### config.mk
export PLATFORM = sky130hd
export DESIGN_NAME = prng_arbiter
export DESIGN_NICKNAME = d
export VERILOG_FILES = /design/src/rtl/prng_arbiter.sv
export SDC_FILE = /design/constraint.sdc
export NUM_CORES = 1
export LEC_CHECK = 0
export BUFFER_PORTS_ARGS = -buffer_cell sky130_fd_sc_hd__buf_2
export CAP_MARGIN = 20
export CORE_MARGIN = 2
export CORE_UTILIZATION = 45
export DETAILED_ROUTE_END_ITERATION = 16
export HOLD_SLACK_MARGIN = 0.12
export PLACE_DENSITY = 0.65
export SLEW_MARGIN = 20
export SYNTH_ARGS = -nofsm -noshare
export SYNTH_HDL_FRONTEND = slang
export SYNTH_SLANG_ARGS = --single-unit
### constraint.sdc
create_clock -name clk -period 8.8 [get_ports clk]
set_clock_uncertainty 0.15 [all_clocks]
set_input_delay 0.88 -clock clk [delete_from_list [all_inputs] [get_ports clk]]
set_output_delay 0.88 -clock clk [all_outputs]
set_load 0.02 [all_outputs]
### src/rtl/prng_arbiter.sv
// Round-robin front end for a shared 16-bit LCG: one step per grant, two-stage
// output pipeline returning a tagged, permuted random byte to each requester.
module prng_arbiter #(
  parameter int          NUM_REQ    = 4,
  parameter logic [15:0] MULT       = 16'h5851,
  parameter logic [15:0] INC        = 16'h1405,
  parameter logic [15:0] RESET_SEED = 16'h0000,
  localparam int         ID_W       = (NUM_REQ > 1) ? $clog2(NUM_REQ) : 1
) (
  input  logic               clk,
  input  logic               rst,
  input  logic               enable,
  input  logic               seed_load,
  input  logic [15:0]        seed_value,
  input  logic [NUM_REQ-1:0] req,
  output logic [NUM_REQ-1:0] gnt,
  output logic               rsp_valid,
  output logic [ID_W-1:0]    rsp_id,
  output logic [7:0]         rsp_data,
  output logic               busy
);

  typedef enum logic {
    RUN  = 1'b0,
    SEED = 1'b1
  } fsm_t;

  fsm_t              fsm, fsm_next;
  logic [15:0]       state;
  logic [ID_W-1:0]   rr_ptr;

  logic              grant_ok;
  logic              pick_valid;
  logic [ID_W-1:0]   pick_idx;
  logic [ID_W-1:0]   cand;
  logic              do_grant;

  logic              s1_valid;
  logic [15:0]       s1_state;
  logic [ID_W-1:0]   s1_id;

  logic [15:0]       mix;
  logic [7:0]        xs;
  logic [2:0]        rot;
  logic [15:0]       dbl;
  logic [7:0]        byte_next;

  // A seed request overrides everything, including a second one during SEED.
  always_comb begin
    // NOTE: every combinational output gets a default first so no path leaves it unassigned (no latch).
    fsm_next = RUN;
    if (seed_load) fsm_next = SEED;
    grant_ok = !rst && (fsm == RUN) && !seed_load && enable;
  end

  always_ff @(posedge clk or posedge rst) begin
    if (rst) fsm <= RUN;
    else     fsm <= fsm_next;
  end

  // Search starts one past the last winner, so the previous grantee ranks last.
  always_comb begin
    pick_valid = 1'b0;
    pick_idx   = '0;
    cand       = '0;
    for (int k = 1; k <= NUM_REQ; k++) begin
      cand = ID_W'((int'(rr_ptr) + k) % NUM_REQ);
      if (!pick_valid && req[cand]) begin
        pick_valid = 1'b1;
        pick_idx   = cand;
      end
    end
  end

  assign do_grant = grant_ok && pick_valid;

  always_comb begin
    gnt = '0;
    if (do_grant) gnt[pick_idx] = 1'b1;
  end

  always_ff @(posedge clk or posedge rst) begin
    if (rst) begin
      // NOTE: registered state uses non-blocking assignments so every flop samples pre-edge values.
      state  <= RESET_SEED;
      rr_ptr <= ID_W'(NUM_REQ - 1);
    end else begin
      if (seed_load) begin
        state <= seed_value;
      end else if (do_grant) begin
        state  <= state * MULT + INC;
        rr_ptr <= pick_idx;
      end
    end
  end

  always_ff @(posedge clk or posedge rst) begin
    if (rst) begin
      s1_valid <= 1'b0;
      s1_state <= '0;
      s1_id    <= '0;
    end else begin
      s1_valid <= do_grant;
      if (do_grant) begin
        s1_state <= state;
        s1_id    <= pick_idx;
      end
    end
  end

  // Output permutation: xorshift, keep bits [10:3], rotate right by the top three state bits.
  always_comb begin
    mix       = (s1_state >> 1) ^ s1_state;
    xs        = mix[10:3];
    rot       = s1_state[15:13];
    dbl       = {xs, xs} >> rot;
    byte_next = dbl[7:0];
  end

  always_ff @(posedge clk or posedge rst) begin
    if (rst) begin
      rsp_valid <= 1'b0;
      rsp_id    <= '0;
      rsp_data  <= '0;
    end else begin
      rsp_valid <= s1_valid;
      if (s1_valid) begin
        rsp_id   <= s1_id;
        rsp_data <= byte_next;
      end
    end
  end

  assign busy = (fsm == SEED) || s1_valid || rsp_valid;

endmodule

==> impl_metrics.ini, run 1 <==
[run_status]
run_status = completed

[min_path]
worstHoldPathCells = 1
min_to = s1_id[1]
hp-start = s1_id[1]
hp-class = flop to flop

[setup_path]
worst-setup-path-type = flop to flop
timing.reg2reg.setup_slack_ns = 4.75
slowest_delay_ns = 0.50
crit_chain = ha_1 -> inv_1 -> fa_1 -> inv_1 -> ha_1 -> inv_1 -> fa_1 -> inv_1 -> fa_1 -> ha_1 -> ha_1 -> o21ai_0 -> o21bai_1 -> a21oi_1 -> a31oi_1 -> xnor2_1 -> o21ai_2
worst_path_max_delay_cell = sky130_fd_sc_hd__dfrtp_1
worst_ep_arrival_time_ns = 4.09
critical_path.max_fanout = 5
cp.required_ns = 8.84
worst_r2r_path_depth = 17
start_kind = flop
critPathTopFamily = adder cells
rr_endpoint = state[15]
worstPathBufferInverterCount = 4
end_kind = flop
r2r_start = state[6]

[clocking]
root_buffer = sky130_fd_sc_hd__clkbuf_8
ctsResizeCount = 0
cts_max_level = 2
cts-hold-fix-buffers = 0
clock_tree_from_tritoncts = done
cts_made_buffers = 5
worstSkewPairLatency_ns = 0.31
tritoncts_num_sinks = 45
clockBufferDepth = 2
cts_setup_buffers = 0
worst_setup_hold_path_clk_slew_ns = 0.10

[timing]
grt_setup_unrepaired = no
final.setup.worst_slack_ns = 4.75
timing.final.crit_period_ns = 4.05
setup_failing_eps_final = 0
timing.hold.ws_ns = 0.331
setup_total_negative_slack_ns = 0
hold_viol_final = 0
period_share = 0.460
tightestPinTransition_ns = 0.577
highest_clock_rate_mhz = 247
maxSlewViolCount = 0
max_slew_margin = 0.616

[floorplanning]
die_w_microns = 94.3
rows = 32
die_area_sq_um = 8890
floorplan.initialDensity = 0.470
die_h_microns = 94.3
pin_count = 40
core_area_sq_um = 7810

[power_and_ir_drop]
max-vdd-ir-drop_v = 0.000206
pwr_density_cell_nw_per_um2 = 354
total_leakage_power_nw = 1.97

[global_routing]
grt_first_pass_wirelength_microns = 12500
grt_max_degree = 46
vias_in_the_first_global_route = 2617
grt.total_usage = 0.179
antenna_found_initial = 0
grt-ovfl-total = 0

[detailed_routing]
vias_per_cell = 5.14
detail_route.drc_violations = 0
route.final.wire_length_microns = 7010
drt_iter0_markers = 81
first_pass_drt_iterations = 4
final_antenna_net_count = 0
num_vias = 2517
routed_wire_length_per_instance_microns = 14.3

[synth]
mean_cell_area_of_the_mapped_netlist_sq_um = 10.5
post_synthesis_cells = 350
synth_area_leader = sky130_fd_sc_hd__dfrtp_1
number_of_flops_mapped_to_enable_cells_by_yosys = 0
yosys.cell_count.top_type = sky130_fd_sc_hd__ha_1
largest_cells_by_area_after_synthesis = sky130_fd_sc_hd__dfrtp_1 29%, sky130_fd_sc_hd__ha_1 17%, sky130_fd_sc_hd__fa_1 8.2%
postSynthRegisterBits = 45
synth-warning-count = 0
syn-num-nets = 438
async_set_or_reset_flop_fraction_in_the_synthesized_netlist = 1.00
share_of_the_yosys_chip_area_belonging_to_registers = 0.308
post_synth_most_frequent_cells = 49 x sky130_fd_sc_hd__ha_1, 43 x sky130_fd_sc_hd__dfrtp_1, 38 x sky130_fd_sc_hd__nand2_1
postSynth.topFlopCell = sky130_fd_sc_hd__dfrtp_1
post-synth-top-area-fraction = 0.293
synth_cell_type_count = 42
post_synth_instance_area_sq_um = 3670

[finish]
final_nets = 475
design_area_sq_um = 4040
fillers = 730
layout-drive-gt1-share = 0.206
antenna-diode-count = 0
syn_to_final_growth_pct = 10.1

[placement]
numPortBuffers = 39
dp_hpwl_microns = 5520
dpl_cell_area_sq_um = 3940
gp_congestion = 0.806
pre_cts_slack_ns = 4.75

[run]
max_cap_viol_count = 0
kinds of logic after synthesis:
kind of cell | Yosys count | synth area share
multiplexers | 33 | 0.0935
AND/OR/NAND/NOR | 71 | 0.0935
AO/OA/AOI/OAI | 59 | 0.124
buffers and inverters | 44 | 0.0515
adder cells (fa/ha/maj) | 64 | 0.249
flip-flops | 45 | 0.308
XOR/XNOR | 34 | 0.0812
through the flow:
step                      utilization  power [mW]  cells
final                           0.517        1.43    490
after floorplan                     -        1.12    350
after global routing            0.517        1.59    490
after detailed placement        0.505        1.31    482
after global placement          0.505        1.29    482
after CTS                       0.517        1.45    490
metal layers:
metal / GRT usage / vias to the layer above / wire (microns)
met1: 0.235 / 1204 / 3190
met4: 0.0459 / 0 / 81
li1: - / 1278 / -
met3: 0.0265 / 7 / 144
met5: 0 / - / 0
met2: 0.309 / 28 / 3600
worst max-delay path by stage:
stage | start | endpoint | cells past startpoint
after CTS | state[6] | state[15] | 17
after global routing | state[6] | state[15] | 17
after global placement | state[6] | state[15] | 17
after detailed placement | state[6] | state[15] | 17
final | state[6] | state[15] | 17
after floorplan | state[4] | state[15] | 17
layout make-up:
cell class,instances,area (sq um),area share
Clock buffer,5,68.8,0.0170
Clock inverter,3,25.0,0.00620
Inverter,33,126,0.0313
Multi-Input combinational cell,261,2350,0.582
Sequential cell,45,1130,0.280
Tap cell,102,128,0.0316
Timing Repair Buffer,41,210,0.0521
state kept, by name, indices dropped and copies added, names as in the netlist:
register and cells:
fsm 1, rr_ptr 2, rsp_data 8, rsp_id 2, rsp_valid 1, s1_id 2, s1_state 12, s1_valid 1
state 16
power breakdown:
part           switching (mW)  internal, mW  total [mW]
clock                  0.0800        0.0575       0.138
combinational           0.490         0.466       0.955
sequential             0.0703         0.266       0.336
total                   0.640         0.789        1.43
layout by cell type (no fill, tap or decap), types with 7 or more instances in the layout:
cell and instances:
sky130_fd_sc_hd__fa_1 15, sky130_fd_sc_hd__a22oi_1 7, sky130_fd_sc_hd__a21oi_1 8, sky130_fd_sc_hd__xnor2_1 26, sky130_fd_sc_hd__xor2_1 8, sky130_fd_sc_hd__mux2i_1 23, sky130_fd_sc_hd__nor2_1 16, sky130_fd_sc_hd__nand2_1 38
sky130_fd_sc_hd__o21ai_0 12, sky130_fd_sc_hd__ha_1 49, sky130_fd_sc_hd__inv_1 31, sky130_fd_sc_hd__o21ai_2 7, sky130_fd_sc_hd__dfrtp_1 43, sky130_fd_sc_hd__mux2_2 10, sky130_fd_sc_hd__a22oi_2 7, sky130_fd_sc_hd__buf_2 39
Power figures use the tool's default switching activity.
==> run 2, diff against run 1 <==
--- a/config.mk
+++ b/config.mk
@@ -5,13 +5,14 @@
 export SDC_FILE = /design/constraint.sdc
 export NUM_CORES = 1
 export LEC_CHECK = 0
+export ABC_AREA = 1
 export BUFFER_PORTS_ARGS = -buffer_cell sky130_fd_sc_hd__buf_2
 export CAP_MARGIN = 20
 export CORE_MARGIN = 2
 export CORE_UTILIZATION = 45
 export DETAILED_ROUTE_END_ITERATION = 16
 export HOLD_SLACK_MARGIN = 0.12
-export PLACE_DENSITY = 0.65
+export PLACE_DENSITY = 0.67
 export SLEW_MARGIN = 20
 export SYNTH_ARGS = -nofsm -noshare
 export SYNTH_HDL_FRONTEND = slang
==> constraint.sdc (replaced) <==
create_clock -name clk -period 3.3 [get_ports clk]
set_clock_uncertainty 0.15 [all_clocks]
set_input_delay 0.33 -clock clk [delete_from_list [all_inputs] [get_ports clk]]
set_output_delay 0.33 -clock clk [all_outputs]
set_load 0.02 [all_outputs]
==> run 2 against run 1 <==
Effect of this change: the run now ends with DRC, setup timing left; area after synthesis up 12%; hold slack worse by 0.18 ns; final cell count up 57%.
==> impl_metrics.ini, run 2 <==
[detailed_routing]
routed_wire_length_per_instance_microns = 14.5
vias_per_cell = 5.09
drt_iter0_markers = 222
first_pass_drt_iterations = 12
final_antenna_net_count = 0
route.final.wire_length_microns = 11100
detail_route.drc_violations = 1
num_vias = 3902

[synth]
async_set_or_reset_flop_fraction_in_the_synthesized_netlist = 1.00
postSynthRegisterBits = 45
synth-warning-count = 0
synth_cell_type_count = 30
share_of_the_yosys_chip_area_belonging_to_registers = 0.274
yosys.cell_count.top_type = sky130_fd_sc_hd__nand2_1
postSynth.topFlopCell = sky130_fd_sc_hd__dfrtp_1
largest_cells_by_area_after_synthesis = sky130_fd_sc_hd__dfrtp_1 26%, sky130_fd_sc_hd__nand2_1 17%, sky130_fd_sc_hd__ha_1 15%
post-synth-top-area-fraction = 0.262
number_of_flops_mapped_to_enable_cells_by_yosys = 0
post_synth_most_frequent_cells = 191 x sky130_fd_sc_hd__nand2_1, 71 x sky130_fd_sc_hd__inv_1, 49 x sky130_fd_sc_hd__ha_1
post_synth_instance_area_sq_um = 4110
synth_area_leader = sky130_fd_sc_hd__dfrtp_1
post_synthesis_cells = 564
mean_cell_area_of_the_mapped_netlist_sq_um = 7.29
syn-num-nets = 652

[clocking]
clockBufferDepth = 2
root_buffer = sky130_fd_sc_hd__clkbuf_8
worstSkewPairLatency_ns = 0.31
tritoncts_num_sinks = 45
worst_setup_hold_path_clk_slew_ns = 0.10
clock_tree_from_tritoncts = done
cts_made_buffers = 5
cts_max_level = 2

[timing]
grt_setup_unrepaired = yes
tightestPinTransition_ns = 0.581
setup_total_negative_slack_ns = -2.03
maxSlewViolCount = 0
final.setup.worst_slack_ns = -0.437
max_slew_margin = 0.613
timing.final.crit_period_ns = 3.74
hold_viol_final = 0
period_share = 1.13
highest_clock_rate_mhz = 268
setup_failing_eps_final = 7

[setup_path]
worstPathBufferInverterCount = 5
cp.required_ns = 3.36
worst-setup-path-type = flop to flop
worst_path_max_delay_cell = sky130_fd_sc_hd__fa_1
r2r_start = state[6]
crit_top_cell = sky130_fd_sc_hd__ha_4
start_kind = flop
end_kind = flop
critPathTopFamily = adder cells
critical_path.max_fanout = 4
critical_path.startpoint = state[6]
crit_chain = ha_2 -> inv_2 -> fa_2 -> inv_2 -> ha_4 -> inv_4 -> fa_1 -> inv_1 -> fa_1 -> ha_4 -> ha_4 -> nand2_4 -> nor2_4 -> nand2_1 -> nor2_2 -> nor2_2 -> inv_1 -> nand3_1 -> nand3_1 -> nand2_1
slowest_delay_ns = 0.52
worst_ep_arrival_time_ns = 3.80

[floorplanning]
rows = 34
die_w_microns = 99.6
die_area_sq_um = 9920
pin_count = 40
die_h_microns = 99.6
floorplan.initialDensity = 0.467
core_area_sq_um = 8810

[global_routing]
vias_in_the_first_global_route = 4020
grt-ovfl-total = 0
grt.total_usage = 0.233
antenna_found_initial = 0
grt_first_pass_wirelength_microns = 18500
grt_max_degree = 46

[run]
max_cap_viol_count = 0

[min_path]
hp-start = seed_value[10]
hp-class = input pin to flop

[finish]
syn_to_final_growth_pct = 32.7
final_cell_mix = 185 x sky130_fd_sc_hd__nand2_1, 62 x sky130_fd_sc_hd__inv_1, 46 x sky130_fd_sc_hd__buf_4, 39 x sky130_fd_sc_hd__dfrtp_1, 39 x sky130_fd_sc_hd__buf_2
reg_top3 = state (16), s1_state (12), rsp_data (8)
largest_register_ffs = 16
commonest_non_fill_non_tap_cell_in_the_layout = sky130_fd_sc_hd__nand2_1
final_nets = 746
layout-drive-gt1-share = 0.275
top_register = state
antenna-diode-count = 0

[placement]
dp_hpwl_microns = 8270
gp_congestion = 0.892
numPortBuffers = 39

[run_status]
violations = DRC, setup timing
run_status = finished with violations
==> run 2: cell families (layout without fill, tap and decap cells) <==
| family | after synthesis | in the layout | synth area share |
|---|---|---|---|
| and+or+nand+nor | 285 | 285 | 0.293 |
| buffers and inverters | 89 | 184 | 0.0897 |
| adders and majority gates | 64 | 64 | 0.222 |
| AOI/OAI and AO/OA | 59 | 59 | 0.0739 |
| DFF | 45 | 45 | 0.274 |
| xor gates and xnor gates | 20 | 20 | 0.0426 |
| muxes | 2 | 2 | 0.00487 |
==> run 2: what timing repair did <==
| item | CTS | global route |
|---|---|---|
| hold buffers | 12 | 0 |
| gates cloned | 0 | 0 |
| pin swaps | 17 | 10 |
| gates resized for setup | 39 | 21 |
| setup endpoints to repair | 8 | 8 |
| setup buffers | 6 | 1 |
| hold endpoints to repair | 54 | 0 |
==> run 2: path summary, 6_finish.rpt <==
| kind | endpoint | slack (ns) | cells past startpoint |
|---|---|---|---|
| max in group asynchronous | state[8] | 2.01 | 4 |
| min | state[10] | 0.15 | 3 |
| min reg2reg | rsp_id[0] | 0.32 | 2 |
| max reg2reg | state[15] | -0.44 | 20 |
| max | state[15] | -0.44 | 20 |
| min in group asynchronous | fsm | 0.57 | 4 |
==> run 2: metal layers <==
layer,vias to the layer above,routed length [microns],track usage,share of wire
met4,0,193,0.0790,0.017
met3,14,497,0.0401,0.045
met1,1820,4440,0.261,0.40
met5,-,0,0,0
met2,100,5970,0.442,0.54
li1,1968,-,-,-
==> run 2: layout make-up <==
type / instances / area (sq um)
multi-input cells: 430 / 3120
repair buffers: 99 / 683
flip-flops and latches: 45 / 1130
inverters: 77 / 297
clock inverters: 3 / 25.0
fillers: 749 / 3350
well taps: 108 / 135
clock buffers: 5 / 68.8
==> run 2: worst reg2reg max path, cell delays in order (launching register included) <==
cell and delay [ns]:
sky130_fd_sc_hd__dfrtp_1 0.40, sky130_fd_sc_hd__ha_2 0.21, sky130_fd_sc_hd__inv_2 0.04, sky130_fd_sc_hd__fa_2 0.33, sky130_fd_sc_hd__inv_2 0.07, sky130_fd_sc_hd__ha_4 0.13
sky130_fd_sc_hd__inv_4 0.03, sky130_fd_sc_hd__fa_1 0.50, sky130_fd_sc_hd__inv_1 0.06, sky130_fd_sc_hd__fa_1 0.52, sky130_fd_sc_hd__ha_4 0.21, sky130_fd_sc_hd__ha_4 0.31
sky130_fd_sc_hd__nand2_4 0.08, sky130_fd_sc_hd__nor2_4 0.11, sky130_fd_sc_hd__nand2_1 0.07, sky130_fd_sc_hd__nor2_2 0.11, sky130_fd_sc_hd__nor2_2 0.06, sky130_fd_sc_hd__inv_1 0.05
sky130_fd_sc_hd__nand3_1 0.06, sky130_fd_sc_hd__nand3_1 0.08, sky130_fd_sc_hd__nand2_1 0.05
==> run 2: through the flow <==
stage | setup WS [ns] | hold slack [ns] | area, sq um | cells | utilization
global placement | -0.398 | 0.304 | 4830 | 740 | 0.548
floorplan | -0.297 | 0.211 | 4270 | 564 | -
global route | -0.621 | 0.149 | 5460 | 767 | 0.620
finish | -0.437 | 0.154 | 5460 | 767 | 0.620
CTS | -0.413 | 0.156 | 5340 | 766 | 0.606
detailed placement | -0.445 | 0.310 | 4830 | 740 | 0.548
Power of run 2 is left out: the tool's default activity adds up to more than one toggle a clock period on the data nets, which glitch-free logic cannot reach.
==> run 3, diff against run 2 <==
--- a/config.mk
+++ b/config.mk
@@ -12,7 +12,7 @@
 export CORE_UTILIZATION = 45
 export DETAILED_ROUTE_END_ITERATION = 16
 export HOLD_SLACK_MARGIN = 0.12
-export PLACE_DENSITY = 0.67
+export PLACE_DENSITY = 0.66
 export SLEW_MARGIN = 20
 export SYNTH_ARGS = -nofsm -noshare
 export SYNTH_HDL_FRONTEND = slang
==> run 3 against run 2 <==
Effect of this change: the flow finishes with violations (setup timing); first-iteration DRC count decreased by 16%; sequential share of layout area is 0.46 points lower; wire length up 5.3%; flip-flop and latch count stayed put; cell area is 2.2% higher; critical path depth is the same; core utilization increased by 1.3 points; highest routed layer unchanged; critical endpoint unchanged; via count up 2.7%; largest cell class unchanged; hold slack worse by 0.020 ns; non-clock buffer count rose by 5; count of clock-buffer cells in the layout grew 1.
==> impl_metrics.ini, run 3 (synthesis gave the netlist of run 2 again) <==
[global_routing]
vias_in_the_first_global_route = 3933
grt.total_usage = 0.233
grt_max_degree = 46
grt-ovfl-total = 0
grt_first_pass_wirelength_microns = 18300
antenna_found_initial = 0

[clocking]
worst_setup_hold_path_clk_slew_ns = 0.09
clockBufferDepth = 2
root_buffer = sky130_fd_sc_hd__clkbuf_8
tritoncts_num_sinks = 45
worstSkewPairLatency_ns = 0.31
cts_made_buffers = 5
clock_tree_from_tritoncts = done
cts_max_level = 2

[setup_path]
critical_path.max_fanout = 4
worst_ep_arrival_time_ns = 3.87
cp.required_ns = 3.36
worst-setup-path-type = flop to flop
start_kind = flop
end_kind = flop
worst_r2r_path_depth = 20

[detailed_routing]
route.final.wire_length_microns = 11700
first_pass_drt_iterations = 5
vias_per_cell = 5.19
final_antenna_net_count = 0
num_vias = 4007
routed_wire_length_per_instance_microns = 15.1
drt_iter0_markers = 186
detail_route.drc_violations = 0

[min_path]
hp-class = input pin to flop
worstHoldPathCells = 3

[placement]
numPortBuffers = 39
post-place-cells = 741
dp_hpwl_microns = 8200
gp_congestion = 0.908

[run_status]
violations = setup timing
run_status = finished with violations

[finish]
syn_to_final_growth_pct = 35.6
largest_register_ffs = 16
top_register = state
commonest_non_fill_non_tap_cell_in_the_layout = sky130_fd_sc_hd__nand2_1
fillers = 731
final_cell_mix = 183 x sky130_fd_sc_hd__nand2_1, 59 x sky130_fd_sc_hd__inv_1, 50 x sky130_fd_sc_hd__buf_4, 40 x sky130_fd_sc_hd__dfrtp_1, 39 x sky130_fd_sc_hd__buf_2
regArea_sq_um = 1130
layout-drive-gt1-share = 0.300
post_layout_nonfiller_instances = 772
antenna-diode-count = 0
final_nets = 751
multi_input_area_sq_um = 3170
reg_top3 = state (16), s1_state (12), rsp_data (8)

[timing]
tightestPinTransition_ns = 0.576
period_share = 1.16
maxSlewViolCount = 0
hold_viol_final = 0
highest_clock_rate_mhz = 262
grt_setup_unrepaired = yes
final.setup.worst_slack_ns = -0.513
setup_failing_eps_final = 9
timing.final.crit_period_ns = 3.81
max_slew_margin = 0.616

[floorplanning]
pin_count = 40
die_h_microns = 99.6
core_area_sq_um = 8810
floorplan.initialDensity = 0.467
die_area_sq_um = 9920
die_w_microns = 99.6
rows = 34

[run]
max_cap_viol_count = 0
[run 3: changes by cell type in the layout (fill, tap and decap cells not counted), moves of 2 or more]
cell,before,now
sky130_fd_sc_hd__inv_2,10,14
sky130_fd_sc_hd__buf_4,46,50
sky130_fd_sc_hd__inv_1,62,59
sky130_fd_sc_hd__nor2_2,2,4
sky130_fd_sc_hd__fa_2,1,3
sky130_fd_sc_hd__nor2_1,33,30
sky130_fd_sc_hd__buf_6,2,4
sky130_fd_sc_hd__inv_4,3,1
sky130_fd_sc_hd__nand2_1,185,183
sky130_fd_sc_hd__fa_1,14,12
[run 3: worst paths after layout]
check | start | slack (ns) | endpoint
max in group asynchronous | rst | 2.01 | state[1]
worst max register to register | state[6] | -0.51 | state[15]
min in group asynchronous | rst | 0.57 | fsm
worst max-delay path | state[6] | -0.51 | state[15]
worst min-delay path | seed_value[1] | 0.13 | state[1]
worst min register to register | rsp_data[6] | 0.33 | rsp_data[6]
[run 3: critical path: stages, from the launching register on]
cell and delay [ns]:
sky130_fd_sc_hd__dfrtp_1 0.41, sky130_fd_sc_hd__ha_2 0.20, sky130_fd_sc_hd__inv_2 0.04, sky130_fd_sc_hd__fa_2 0.34, sky130_fd_sc_hd__inv_2 0.08, sky130_fd_sc_hd__ha_4 0.12, sky130_fd_sc_hd__inv_2 0.03, sky130_fd_sc_hd__fa_1 0.50
sky130_fd_sc_hd__inv_2 0.05, sky130_fd_sc_hd__fa_2 0.56, sky130_fd_sc_hd__ha_4 0.22, sky130_fd_sc_hd__ha_4 0.31, sky130_fd_sc_hd__nand2_4 0.08, sky130_fd_sc_hd__nor2_4 0.10, sky130_fd_sc_hd__nand2_1 0.07, sky130_fd_sc_hd__nor2_2 0.15
sky130_fd_sc_hd__nor2_4 0.06, sky130_fd_sc_hd__inv_1 0.05, sky130_fd_sc_hd__nand3_1 0.06, sky130_fd_sc_hd__nand3_1 0.08, sky130_fd_sc_hd__nand2_1 0.05
[run 3: area by class of cell]
type	instances	share of cell area
clock buffer	6	0.0148
tap	108	0.0242
clock inverter	2	0.00673
multi-input combinational	430	0.568
timing repair buffer	104	0.130
sequential	45	0.203
inverter	77	0.0532
[run 3: what timing repair did]
action	in CTS	in global routing
setup endpoints to repair	8	9
pin swaps	27	31
hold buffers	11	0
resized for setup	42	38
setup buffers	6	6
endpoints found under the hold margin	53	0
[run 3: layer usage]
metal  up-vias  GRT usage  part of all wire
li1       1978          -                 -
met1      1840      0.276              0.40
met2       145      0.423              0.49
met3        44     0.0288             0.055
met4         0      0.102             0.053
met5         -          0                 0
[run 3: stage by stage]
step / setup TNS [ns] / area, sq um / utilization / hold slack [ns] / worst slack [ns]
global route: -3.48 / 5580 / 0.633 / 0.137 / -0.663
detailed placement: -2.95 / 4830 / 0.549 / 0.312 / -0.587
CTS: -2.53 / 5330 / 0.605 / 0.123 / -0.463
finish: -2.51 / 5580 / 0.633 / 0.134 / -0.513
global placement: -2.71 / 4830 / 0.549 / 0.306 / -0.583
floorplan: -0.949 / 4270 / - / 0.211 / -0.297
Power of run 3 is left out for the same reason.
